--- config.mk ---
export PLATFORM = sky130hd
export DESIGN_NAME = alu_req_arbiter_flat
export DESIGN_NICKNAME = d
export VERILOG_FILES = /design/src/rtl/alu_req_arbiter_pkg.sv /design/src/rtl/alu_req_arbiter_if.sv /design/src/rtl/alu_req_arbiter_flag_unit.sv /design/src/rtl/alu_req_arbiter.sv /design/src/flat_wrapper.sv
export SDC_FILE = /design/constraint.sdc
export NUM_CORES = 1
export LEC_CHECK = 0
export ABC_AREA = 0
export ABC_CLOCK_PERIOD_IN_PS = 1800
export CORE_UTILIZATION = 25
export CTS_CLUSTER_DIAMETER = 100
export DETAILED_ROUTE_END_ITERATION = 16
export MAX_ROUTING_LAYER = met4
export SLEW_MARGIN = 25
export SYNTH_ARGS = -nofsm -noshare
export SYNTH_HDL_FRONTEND = slang
export SYNTH_SLANG_ARGS = --single-unit
--- constraint.sdc ---
create_clock -name clk -period 1.8 [get_ports clk]
set_clock_uncertainty 0.15 [all_clocks]
set_input_delay 0.45 -clock clk [delete_from_list [all_inputs] [get_ports clk]]
set_output_delay 0.45 -clock clk [all_outputs]
set_load 0.03 [all_outputs]
--- src/rtl/alu_req_arbiter_pkg.sv ---
// Shared constants for the two-port ALU request arbiter: opcodes, FSM encoding
// and the NZV flag-write mask.
package alu_req_arbiter_pkg;

    localparam int ARB_DW  = 16;
    localparam int ARB_OPW = 4;

    localparam logic [3:0] OP_ADD = 4'h0;
    localparam logic [3:0] OP_SUB = 4'h1;
    localparam logic [3:0] OP_XOR = 4'h2;
    localparam logic [3:0] OP_SLL = 4'h4;
    localparam logic [3:0] OP_SRA = 4'h5;
    localparam logic [3:0] OP_ROR = 4'h6;
    localparam logic [3:0] OP_NOP = 4'hC;
    localparam logic [3:0] OP_HLT = 4'hF;

    localparam logic [1:0] ST_IDLE = 2'd0;
    localparam logic [1:0] ST_EXEC = 2'd1;
    localparam logic [1:0] ST_RESP = 2'd2;

    // Mask bits ordered {N, Z, V}
    localparam logic [2:0] FM_NONE = 3'b000;
    localparam logic [2:0] FM_Z    = 3'b010;
    localparam logic [2:0] FM_NZV  = 3'b111;

    function automatic logic [2:0] flag_mask(input logic [3:0] op);
        case (op)
            OP_ADD, OP_SUB:                 return FM_NZV;
            OP_XOR, OP_SLL, OP_SRA, OP_ROR: return FM_Z;
            default:                        return FM_NONE;
        endcase
    endfunction

    // 1100..1111 bypass the ALU and always return zero
    function automatic logic is_non_alu(input logic [3:0] op);
        return op[3:2] == 2'b11;
    endfunction

endpackage

--- src/rtl/alu_req_arbiter_if.sv ---
// Request, ALU and response bundle of the arbiter. The arbiter uses the slave
// modport; requesters, ALU and flag consumers sit on the master side.
interface alu_req_arbiter_if #(
    parameter int DW  = 16,
    parameter int OPW = 4
);
    logic           req0_valid;
    logic           req0_ready;
    logic [OPW-1:0] req0_op;
    logic [DW-1:0]  req0_a;
    logic [DW-1:0]  req0_b;
    logic           req1_valid;
    logic           req1_ready;
    logic [OPW-1:0] req1_op;
    logic [DW-1:0]  req1_a;
    logic [DW-1:0]  req1_b;
    logic [DW-1:0]  alu_in1;
    logic [DW-1:0]  alu_in2;
    logic [OPW-1:0] alu_opcode;
    logic [DW-1:0]  alu_out;
    logic           resp0_valid;
    logic           resp0_ready;
    logic           resp1_valid;
    logic           resp1_ready;
    logic [DW-1:0]  resp_data;
    logic           flag_n;
    logic           flag_z;
    logic           flag_v;

    modport slave (
        input  req0_valid, req0_op, req0_a, req0_b,
        input  req1_valid, req1_op, req1_a, req1_b,
        output req0_ready, req1_ready,
        output alu_in1, alu_in2, alu_opcode,
        input  alu_out,
        output resp0_valid, resp1_valid, resp_data,
        input  resp0_ready, resp1_ready,
        output flag_n, flag_z, flag_v
    );

    modport master (
        output req0_valid, req0_op, req0_a, req0_b,
        output req1_valid, req1_op, req1_a, req1_b,
        input  req0_ready, req1_ready,
        input  alu_in1, alu_in2, alu_opcode,
        output alu_out,
        input  resp0_valid, resp1_valid, resp_data,
        output resp0_ready, resp1_ready,
        input  flag_n, flag_z, flag_v
    );

endinterface

--- src/rtl/alu_req_arbiter_flag_unit.sv ---
// Architectural N/Z/V registers: computes candidate flags from the issued op and
// the ALU result and writes only the bits the opcode's mask allows.
module alu_flag_unit
    import alu_req_arbiter_pkg::*;
#(
    parameter int DW  = ARB_DW,
    parameter int OPW = ARB_OPW
) (
    input  logic           clk,
    input  logic           rst,
    input  logic           upd_en,
    input  logic [OPW-1:0] op,
    input  logic           a_sign,
    input  logic           b_sign,
    input  logic [DW-1:0]  result,
    output logic           flag_n,
    output logic           flag_z,
    output logic           flag_v
);

    logic [2:0] mask;
    logic       n_new, z_new, v_new;
    logic       n_q, n_d, z_q, z_d, v_q, v_d;

    always_comb begin
        mask  = upd_en ? flag_mask(op) : FM_NONE;
        n_new = result[DW-1];
        z_new = (result == '0);
        // SUB overflows when operand signs differ, ADD when they match
        if (op == OP_SUB) v_new = (a_sign != b_sign) && (n_new != a_sign);
        else              v_new = (a_sign == b_sign) && (n_new != a_sign);
        n_d = mask[2] ? n_new : n_q;
        z_d = mask[1] ? z_new : z_q;
        v_d = mask[0] ? v_new : v_q;
    end

    always_ff @(posedge clk) begin
        if (!rst) begin
            n_q <= 1'b0;
            z_q <= 1'b0;
            v_q <= 1'b0;
        end else begin
            n_q <= n_d;
            z_q <= z_d;
            v_q <= v_d;
        end
    end

    assign flag_n = n_q;
    assign flag_z = z_q;
    assign flag_v = v_q;

endmodule

--- src/rtl/alu_req_arbiter.sv ---
// Two-port arbiter in front of the shared ALU: IDLE -> EXEC -> RESP per op,
// back-to-back when a new request is granted on the response handshake.
// ALU_ARB_RR_EN selects round-robin on conflicts; default is fixed priority to port 0.
module alu_req_arbiter
    import alu_req_arbiter_pkg::*;
#(
    parameter int DW  = ARB_DW,
    parameter int OPW = ARB_OPW
) (
    input  logic             clk,
    input  logic             rst,
    alu_req_arbiter_if.slave bus
);

    logic [1:0]     state_q, state_d;
    logic [OPW-1:0] op_q, op_d;
    logic [DW-1:0]  a_q, a_d, b_q, b_d;
    logic [DW-1:0]  resp_data_q, resp_data_d;
    logic           owner_q, owner_d;
    logic [1:0]     req_valid, req_ready;
    logic           any_req, resp_hs, grant_en, winner;

    assign req_valid = {bus.req1_valid, bus.req0_valid};
    assign any_req   = |req_valid;
    assign resp_hs   = (state_q == ST_RESP) && (owner_q ? bus.resp1_ready : bus.resp0_ready);
    // Requests are only looked at in IDLE or on the response handshake
    assign grant_en  = rst && any_req && ((state_q == ST_IDLE) || resp_hs);

`ifdef ALU_ARB_RR_EN
    logic last_grant_q, last_grant_d;

    always_comb begin
        winner = req_valid[1];
        if (&req_valid) winner = ~last_grant_q;
        last_grant_d = grant_en ? winner : last_grant_q;
    end

    always_ff @(posedge clk) begin
        if (!rst) last_grant_q <= 1'b1;
        else      last_grant_q <= last_grant_d;
    end
`else
    assign winner = ~req_valid[0];
`endif

    assign req_ready = grant_en ? (winner ? 2'b10 : 2'b01) : 2'b00;

    always_comb begin
        state_d     = state_q;
        op_d        = op_q;
        a_d         = a_q;
        b_d         = b_q;
        owner_d     = owner_q;
        resp_data_d = resp_data_q;
        if (grant_en) begin
            owner_d = winner;
            op_d    = winner ? bus.req1_op : bus.req0_op;
            a_d     = winner ? bus.req1_a  : bus.req0_a;
            b_d     = winner ? bus.req1_b  : bus.req0_b;
        end
        case (state_q)
            ST_IDLE: if (grant_en) state_d = ST_EXEC;
            ST_EXEC: begin
                state_d     = ST_RESP;
                resp_data_d = is_non_alu(op_q) ? '0 : bus.alu_out;
            end
            ST_RESP: if (resp_hs) state_d = grant_en ? ST_EXEC : ST_IDLE;
            default: state_d = ST_IDLE;
        endcase
    end

    always_ff @(posedge clk) begin
        if (!rst) begin
            state_q     <= ST_IDLE;
            op_q        <= '0;
            a_q         <= '0;
            b_q         <= '0;
            owner_q     <= 1'b0;
            resp_data_q <= '0;
        end else begin
            state_q     <= state_d;
            op_q        <= op_d;
            a_q         <= a_d;
            b_q         <= b_d;
            owner_q     <= owner_d;
            resp_data_q <= resp_data_d;
        end
    end

    assign bus.req0_ready  = req_ready[0];
    assign bus.req1_ready  = req_ready[1];
    assign bus.alu_in1     = a_q;
    assign bus.alu_in2     = b_q;
    assign bus.alu_opcode  = op_q;
    assign bus.resp0_valid = (state_q == ST_RESP) && !owner_q;
    assign bus.resp1_valid = (state_q == ST_RESP) && owner_q;
    assign bus.resp_data   = resp_data_q;

    alu_flag_unit #(.DW(DW), .OPW(OPW)) u_flags (
        .clk    (clk),
        .rst    (rst),
        .upd_en (state_q == ST_EXEC),
        .op     (op_q),
        .a_sign (a_q[DW-1]),
        .b_sign (b_q[DW-1]),
        .result (bus.alu_out),
        .flag_n (bus.flag_n),
        .flag_z (bus.flag_z),
        .flag_v (bus.flag_v)
    );

endmodule

--- src/flat_wrapper.sv ---
// flat-port wrapper written by rule: the top's interface ports become plain ports
module alu_req_arbiter_flat import alu_req_arbiter_pkg::*;
#(
    parameter int DW  = ARB_DW,
    parameter int OPW = ARB_OPW
)
  (clk, rst, bus_req0_valid, bus_req0_op, bus_req0_a, bus_req0_b, bus_req1_valid, bus_req1_op, bus_req1_a, bus_req1_b, bus_req0_ready, bus_req1_ready, bus_alu_in1, bus_alu_in2, bus_alu_opcode, bus_alu_out, bus_resp0_valid, bus_resp1_valid, bus_resp_data, bus_resp0_ready, bus_resp1_ready, bus_flag_n, bus_flag_z, bus_flag_v);
  alu_req_arbiter_if #(.DW(DW), .OPW(OPW)) bus_i ();
  input  logic clk;
  input  logic rst;
  input wire logic [$bits(bus_i.req0_valid)-1:0] bus_req0_valid;
  input wire logic [$bits(bus_i.req0_op)-1:0] bus_req0_op;
  input wire logic [$bits(bus_i.req0_a)-1:0] bus_req0_a;
  input wire logic [$bits(bus_i.req0_b)-1:0] bus_req0_b;
  input wire logic [$bits(bus_i.req1_valid)-1:0] bus_req1_valid;
  input wire logic [$bits(bus_i.req1_op)-1:0] bus_req1_op;
  input wire logic [$bits(bus_i.req1_a)-1:0] bus_req1_a;
  input wire logic [$bits(bus_i.req1_b)-1:0] bus_req1_b;
  output wire logic [$bits(bus_i.req0_ready)-1:0] bus_req0_ready;
  output wire logic [$bits(bus_i.req1_ready)-1:0] bus_req1_ready;
  output wire logic [$bits(bus_i.alu_in1)-1:0] bus_alu_in1;
  output wire logic [$bits(bus_i.alu_in2)-1:0] bus_alu_in2;
  output wire logic [$bits(bus_i.alu_opcode)-1:0] bus_alu_opcode;
  input wire logic [$bits(bus_i.alu_out)-1:0] bus_alu_out;
  output wire logic [$bits(bus_i.resp0_valid)-1:0] bus_resp0_valid;
  output wire logic [$bits(bus_i.resp1_valid)-1:0] bus_resp1_valid;
  output wire logic [$bits(bus_i.resp_data)-1:0] bus_resp_data;
  input wire logic [$bits(bus_i.resp0_ready)-1:0] bus_resp0_ready;
  input wire logic [$bits(bus_i.resp1_ready)-1:0] bus_resp1_ready;
  output wire logic [$bits(bus_i.flag_n)-1:0] bus_flag_n;
  output wire logic [$bits(bus_i.flag_z)-1:0] bus_flag_z;
  output wire logic [$bits(bus_i.flag_v)-1:0] bus_flag_v;
  assign bus_i.req0_valid = bus_req0_valid;
  assign bus_i.req0_op = bus_req0_op;
  assign bus_i.req0_a = bus_req0_a;
  assign bus_i.req0_b = bus_req0_b;
  assign bus_i.req1_valid = bus_req1_valid;
  assign bus_i.req1_op = bus_req1_op;
  assign bus_i.req1_a = bus_req1_a;
  assign bus_i.req1_b = bus_req1_b;
  assign bus_req0_ready = bus_i.req0_ready;
  assign bus_req1_ready = bus_i.req1_ready;
  assign bus_alu_in1 = bus_i.alu_in1;
  assign bus_alu_in2 = bus_i.alu_in2;
  assign bus_alu_opcode = bus_i.alu_opcode;
  assign bus_i.alu_out = bus_alu_out;
  assign bus_resp0_valid = bus_i.resp0_valid;
  assign bus_resp1_valid = bus_i.resp1_valid;
  assign bus_resp_data = bus_i.resp_data;
  assign bus_i.resp0_ready = bus_resp0_ready;
  assign bus_i.resp1_ready = bus_resp1_ready;
  assign bus_flag_n = bus_i.flag_n;
  assign bus_flag_z = bus_i.flag_z;
  assign bus_flag_v = bus_i.flag_v;
  alu_req_arbiter #(.DW(DW), .OPW(OPW)) u_core (.clk(clk), .rst(rst), .bus(bus_i));
endmodule
==> results.toml, run 1 <==
[critical_path]
crit_type = "input pin to output pin"
slowest_delay_ns = 0.31
cpMaxStageDelayCell = "a2111oi_4"
setup.worst_path.end_class = "output pin"
startpoint = "bus_req0_valid"
cp_data_required_time_ns = 1.20
startpoint_type = "input pin"
path_max_fanout = 2
timing.rr.start = "u_core.owner_q$_SDFFE_PN0N_"
arrival_ns = 1.37
cp_cell_sequence = "dlygate4sd2_1, nand2b_4, a2111oi_4, buf_4"

[detailed_routing]
drt-initial-drc-count = 86
viasPerCell = 4.82
routedWlPerCell_um = 15.4
wl_mm = 8.91
dr.pass1.iters = 6
ant_nets = 0
via_count = 2784
drc_errors = 0

[synth]
syn_nets = 353
synth_top_area_share_pct = 43.0
ys_seq_area_share_pct = 43.0
ys_types = 35
muxShareOfSynthArea_pct = 1.35
synthTopCellsByCount = "58 x dfxtp_1, 30 x o221ai_1, 29 x a2bb2oi_2"
yosysTopAreaCell = "dfxtp_1"
synth_top_family_by_area = "compound AO/OA/AOI/OAI gates"
synthArstFlopShare_pct = 0
ys_ff_latch = 58
ys.flop_type = "dfxtp_1"
synth_edf_count = 0
yosysMostFrequentCell = "dfxtp_1"
yosys.area_share.simple_pct = 12.3
synth_compound_area_share_pct = 37.2
avgSynthCellArea_sq_um = 10.4
yosysWarnings = 0
synthAdderAreaFrac_pct = 0
synth.area.top_cells = "dfxtp_1 43%, a2bb2oi_2 16%, o221ai_1 9.7%, a21oi_1 3.7%, nand3_1 3.5%"
synthXorXnorAreaFrac_pct = 0
synth.cell_area_sq_um = 2700
syn_inst = 259

[timing]
worst_slew_pin_slew_ns = 0.524
setup_viol = 2
hold_viol_final = 0
final.setup.worst_slack_ns = -0.172
slew_headroom_pct = 65.0
fin_crit_ns = 1.97
post-route-period-util_pct = 110
rsz0062_at_grt = "yes"
max_freq_mhz = 507
drv_slew = 0
finalSetupTns_ns = -0.317

[placement]
dp_slack_ns = -0.426
hpwl_mm = 6.83
port-buffer-count = 152
gp_congestion = 0.795

[clock_tree]
path_clk_slew_ns = 0.06
clock-sinks = 58
clk_latency_ns = 0.33
cts_buffer_depth = 2
cts_buffers = 9
cts_root_buffer = "clkbuf_8"
cts_tree = "yes"
cts-htree-levels = 3

[final_layout]
drive_gt1_share_pct = 24.7
fin_nets = 531
antenna_cells = 0
synthToLayoutAreaGrowth_pct = 76.7

[grt]
grt_pass1_wl_mm = 14.2
grt-ovfl-total = 0
antenna_found_initial = 0
grt_use_total_pct = 16.6
grt_pass1_vias = 2843
grt_max_degree = 31

[status]
status = "finished, violations left"
violations = "setup timing"

[run]
maxCapViolCount = 0

[die]
core_sq_um = 10400
initial_core_util_pct = 26.0
die_height_um = 106
row_count = 37
ios = 153
die_w_um = 106
dieArea_sq_um = 11200

[power_and_ir_drop]
p_leak_nw = 1.95
ir_drop_v = 0.000330
p_per_area_nw_per_um2 = 798

[hold_path]
min_from = "u_core.bus.resp_data[13]$_SDFFE_PN0P_"
hold_class = "flip-flop to flip-flop"
==> path summary, 6_finish.rpt <==
kind,to,slack [ns],cells after the start
max,bus_req1_ready,-0.17,4
max reg2reg,u_core.bus.alu_in1[5]$_SDFFE_PN0N_,0.09,5
min,u_core.bus.resp_data[13]$_SDFFE_PN0P_,0.30,2
min reg2reg,u_core.bus.resp_data[13]$_SDFFE_PN0P_,0.30,2
==> layout by cell type (no fill, tap or decap), drive strengths merged, types with 7 or more instances in the layout <==
cell	instances
clkdlybuf4s50	88
dfxtp	58
dlygate4sd2	56
buf	50
a2bb2oi	35
o221ai	30
a21oi	20
nand3	19
nand2	18
clkbuf	14
nand2b	11
o311ai	7
==> metal layers <==
layer	share of wire, %	up-vias	global-route usage (%)
met5	0	-	-
met4	2.5	0	8.04
met3	5.1	20	3.53
met2	49	78	27.5
met1	43	1317	19.2
li1	-	1369	-
==> through the flow <==
stage	area (sq um)	total power [mW]	cells	hold WS [ns]	util, %
after global placement	4620	2.83	558	0.291	44.6
after CTS	4760	3.85	575	0.307	45.9
after floorplan	2750	2.21	259	0.381	-
after detailed placement	4620	2.85	558	0.301	44.6
final	4770	3.80	577	0.301	46.0
after global routing	4770	4.00	577	0.320	46.0
==> critical path: cells and delay by family <==
kind / cells / cell delay [ns]
buf+inv: 2 / 0.45
compound gates: 1 / 0.31
simple gates: 1 / 0.15
==> layout make-up <==
class                           instances  area [sq um]
Tap cell                              136           170
Inverter                                4          15.0
Multi-Input combinational cell        168          1430
Fill cell                            1011          5600
Timing Repair Buffer                  196          1810
Sequential cell                        58          1170
Clock inverter                          3          15.0
Clock buffer                           12           155
==> state kept, by name, summed over array words and instances (netlist names) <==
register	count
u_core.bus.resp_data	16
u_core.bus.alu_opcode	4
u_core.bus.alu_in1	16
u_core.state_q	2
u_core.owner_q	1
u_core.u_flags.flag_z	1
u_core.bus.alu_in2	16
u_core.u_flags.flag_n	1
u_core.u_flags.flag_v	1
==> cell families after synthesis <==
kind of cell    Yosys count
compound gates          102
buf+inv                  33
flops                    58
mux                       2
simple gates             64
==> power by group <==
| part | switching, mW | internal, mW | leakage [nW] |
|---|---|---|---|
| Clock | 0.508 | 0.560 | 0.0920 |
| Sequential | 0.0846 | 1.41 | 0.479 |
| Combinational | 0.612 | 0.628 | 1.38 |
| Total | 1.20 | 2.60 | 1.95 |
==> timing repair <==
item,CTS,global route
pin swaps,3,0
setup endpoints to repair,94,6
gates resized for setup,67,4
buffers inserted,2,2
hold buffers,0,0
endpoints found under the hold margin,0,0
gates cloned,0,0
Note: power is estimated with default switching activity, not from simulation.
==> run 2: changes to the inputs <==
Settings changed: CORE_MARGIN set to 8.
==> run 2 against run 1 <==
Net effect:
- the flow still finishes with violations (setup timing)
- via count shrank 0.79%
- clock power rose by 8%
- non-clock buffer count down 2
- critical path depth unchanged
- wire length up 8.6%
- global-route usage fell by 2.9 points
==> results.toml, run 2 (same netlist as run 1, synthesis figures left out) <==
[die]
dieArea_sq_um = 14400
die_w_um = 120
initial_core_util_pct = 25.2
ios = 153
core_sq_um = 10700
die_height_um = 120
row_count = 38

[final_layout]
antenna_cells = 0
fin_nets = 529
synthToLayoutAreaGrowth_pct = 79.4
drive_gt1_share_pct = 23.9
most-common-layout-cells = "88 x clkdlybuf4s50_1, 56 x dlygate4sd2_1, 55 x dfxtp_1"
layout_commonest_cell = "clkdlybuf4s50_1"
fin_cells = 579

[critical_path]
r2r_end = "u_core.bus.alu_in1[0]$_SDFFE_PN0N_"
reg2reg_slack_ns = 0.05
startpoint_type = "flip-flop"
arrival_ns = 1.36
reg2regPathDepth = 6
crit_type = "flip-flop to output pin"
cp_data_required_time_ns = 1.20
setup.worst_path.end_class = "output pin"
path_max_fanout = 3
timing.rr.start = "u_core.owner_q$_SDFFE_PN0N_"

[timing]
drv_slew = 0
post-route-period-util_pct = 109
max_freq_mhz = 511
rsz0062_at_grt = "yes"
setup_viol = 2
fin_crit_ns = 1.96
slew_headroom_pct = 64.2
hold_viol_final = 0
final.setup.worst_slack_ns = -0.158
whs_ns = 0.297
worst_slew_pin_slew_ns = 0.536

[power_and_ir_drop]
p_sw_share_pct = 30.6
p_per_area_nw_per_um2 = 812
p_seq_share_pct = 38.0
ir_drop_v = 0.000373
p_leak_nw = 1.97
comb_power_share_pct = 32.3
p_clk_share_pct = 29.6
switching_power_mw = 1.20
internal-power_mw = 2.73

[detailed_routing]
ant_nets = 0
drc_errors = 0
viasPerCell = 4.77
via_count = 2762
drt-initial-drc-count = 90
wl_mm = 9.68
dr.pass1.iters = 4
routedWlPerCell_um = 16.7

[placement]
port-buffer-count = 152
gp_congestion = 0.785
hpwl_mm = 7.58
place_inst = 561

[grt]
grt_use_total_pct = 13.7
grt-ovfl-total = 0
grt_pass1_vias = 3055
grt_pass1_wl_mm = 15.5
grt_max_degree = 31
antenna_found_initial = 0

[clock_tree]
cts_tree = "yes"
clk_latency_ns = 0.32
cts_root_buffer = "clkbuf_8"
cts_buffers = 9
clock-sinks = 58
cts-htree-levels = 3
cts_buffer_depth = 2
path_clk_slew_ns = 0.06

[status]
violations = "setup timing"
status = "finished, violations left"

[hold_path]
hold_class = "flip-flop to flip-flop"
hold_end = "u_core.bus.resp_data[0]$_SDFFE_PN0P_"
hold_depth = 2
min_from = "u_core.bus.resp_data[0]$_SDFFE_PN0P_"

[run]
maxCapViolCount = 0
-- run 2: cell count changes in the layout (fill, tap and decap cells not counted), sizes merged --
cell / previous run / this run
clkdlybuf4s15: 0 / 2
bufbuf: 0 / 1
buf: 50 / 46
clkbuf: 14 / 13
clkinv: 3 / 2
bufinv: 0 / 1
-- run 2: critical path, cell delays in order (launching register included) --
cell and delay [ns]:
dfxtp_2 0.36, mux2i_4 0.29, a21oi_2 0.09, and3_4 0.16
buf_6 0.13
-- run 2: layout make-up --
cell class	instances	area, sq um
Sequential cell	58	1170
Clock buffer	12	145
Multi-Input combinational cell	168	1440
Inverter	4	15.0
Clock inverter	3	40.0
Fill cell	1058	5860
Timing Repair Buffer	194	1860
Tap cell	140	175
-- run 2: power groups by stage --
stage          clock (mW)  combinational, mW  sequential, mW
2_1_floorplan           0              0.464            1.75
3_3_place_gp            0               1.32            1.52
3_5_place_dp            0               1.34            1.53
4_1_cts              1.21               1.29            1.50
5_1_grt              1.26               1.35            1.51
6_report             1.16               1.27            1.50
-- run 2: through the flow --
step	setup TNS (ns)	util (%)	instance area [sq um]	worst slack, ns	total power [mW]
floorplan	-0.202	-	2750	-0.202	2.21
global placement	-14.75	43.5	4650	-0.406	2.85
detailed placement	-16.32	43.5	4650	-0.460	2.86
CTS	-0.452	45.2	4840	-0.257	3.99
global route	-0.467	45.2	4840	-0.228	4.13
finish	-0.313	45.2	4840	-0.158	3.93
-- run 2: worst max path at each step --
| stage | start | endpoint | slack (ns) |
|---|---|---|---|
| 6_report | u_core.owner_q$_SDFFE_PN0N_ | bus_req0_ready | -0.16 |
| 5_1_grt | u_core.owner_q$_SDFFE_PN0N_ | bus_req0_ready | -0.23 |
| 4_1_cts | u_core.owner_q$_SDFFE_PN0N_ | bus_req1_ready | -0.26 |
| 3_5_place_dp | bus_req0_valid | u_core.bus.alu_in1[4]$_SDFFE_PN0N_ | -0.46 |
| 3_3_place_gp | bus_resp0_ready | bus_req1_ready | -0.41 |
| 2_1_floorplan | bus_req0_valid | bus_req1_ready | -0.20 |
-- run 2: what timing repair did --
action / CTS / global route
hold buffers: 0 / 0
pin swaps: 4 / 1
setup buffers: 2 / 0
gates cloned: 1 / 0
gates resized for setup: 69 / 6
setup endpoints to repair: 93 / 7
-- run 2: metal layers --
layer | vias up | share of wire, % | GRT usage (%)
met5 | - | 0 | -
met4 | 0 | 2.6 | 6.17
met3 | 14 | 4.6 | 2.54
met2 | 81 | 50 | 23.1
met1 | 1295 | 43 | 15.6
li1 | 1372 | - | -
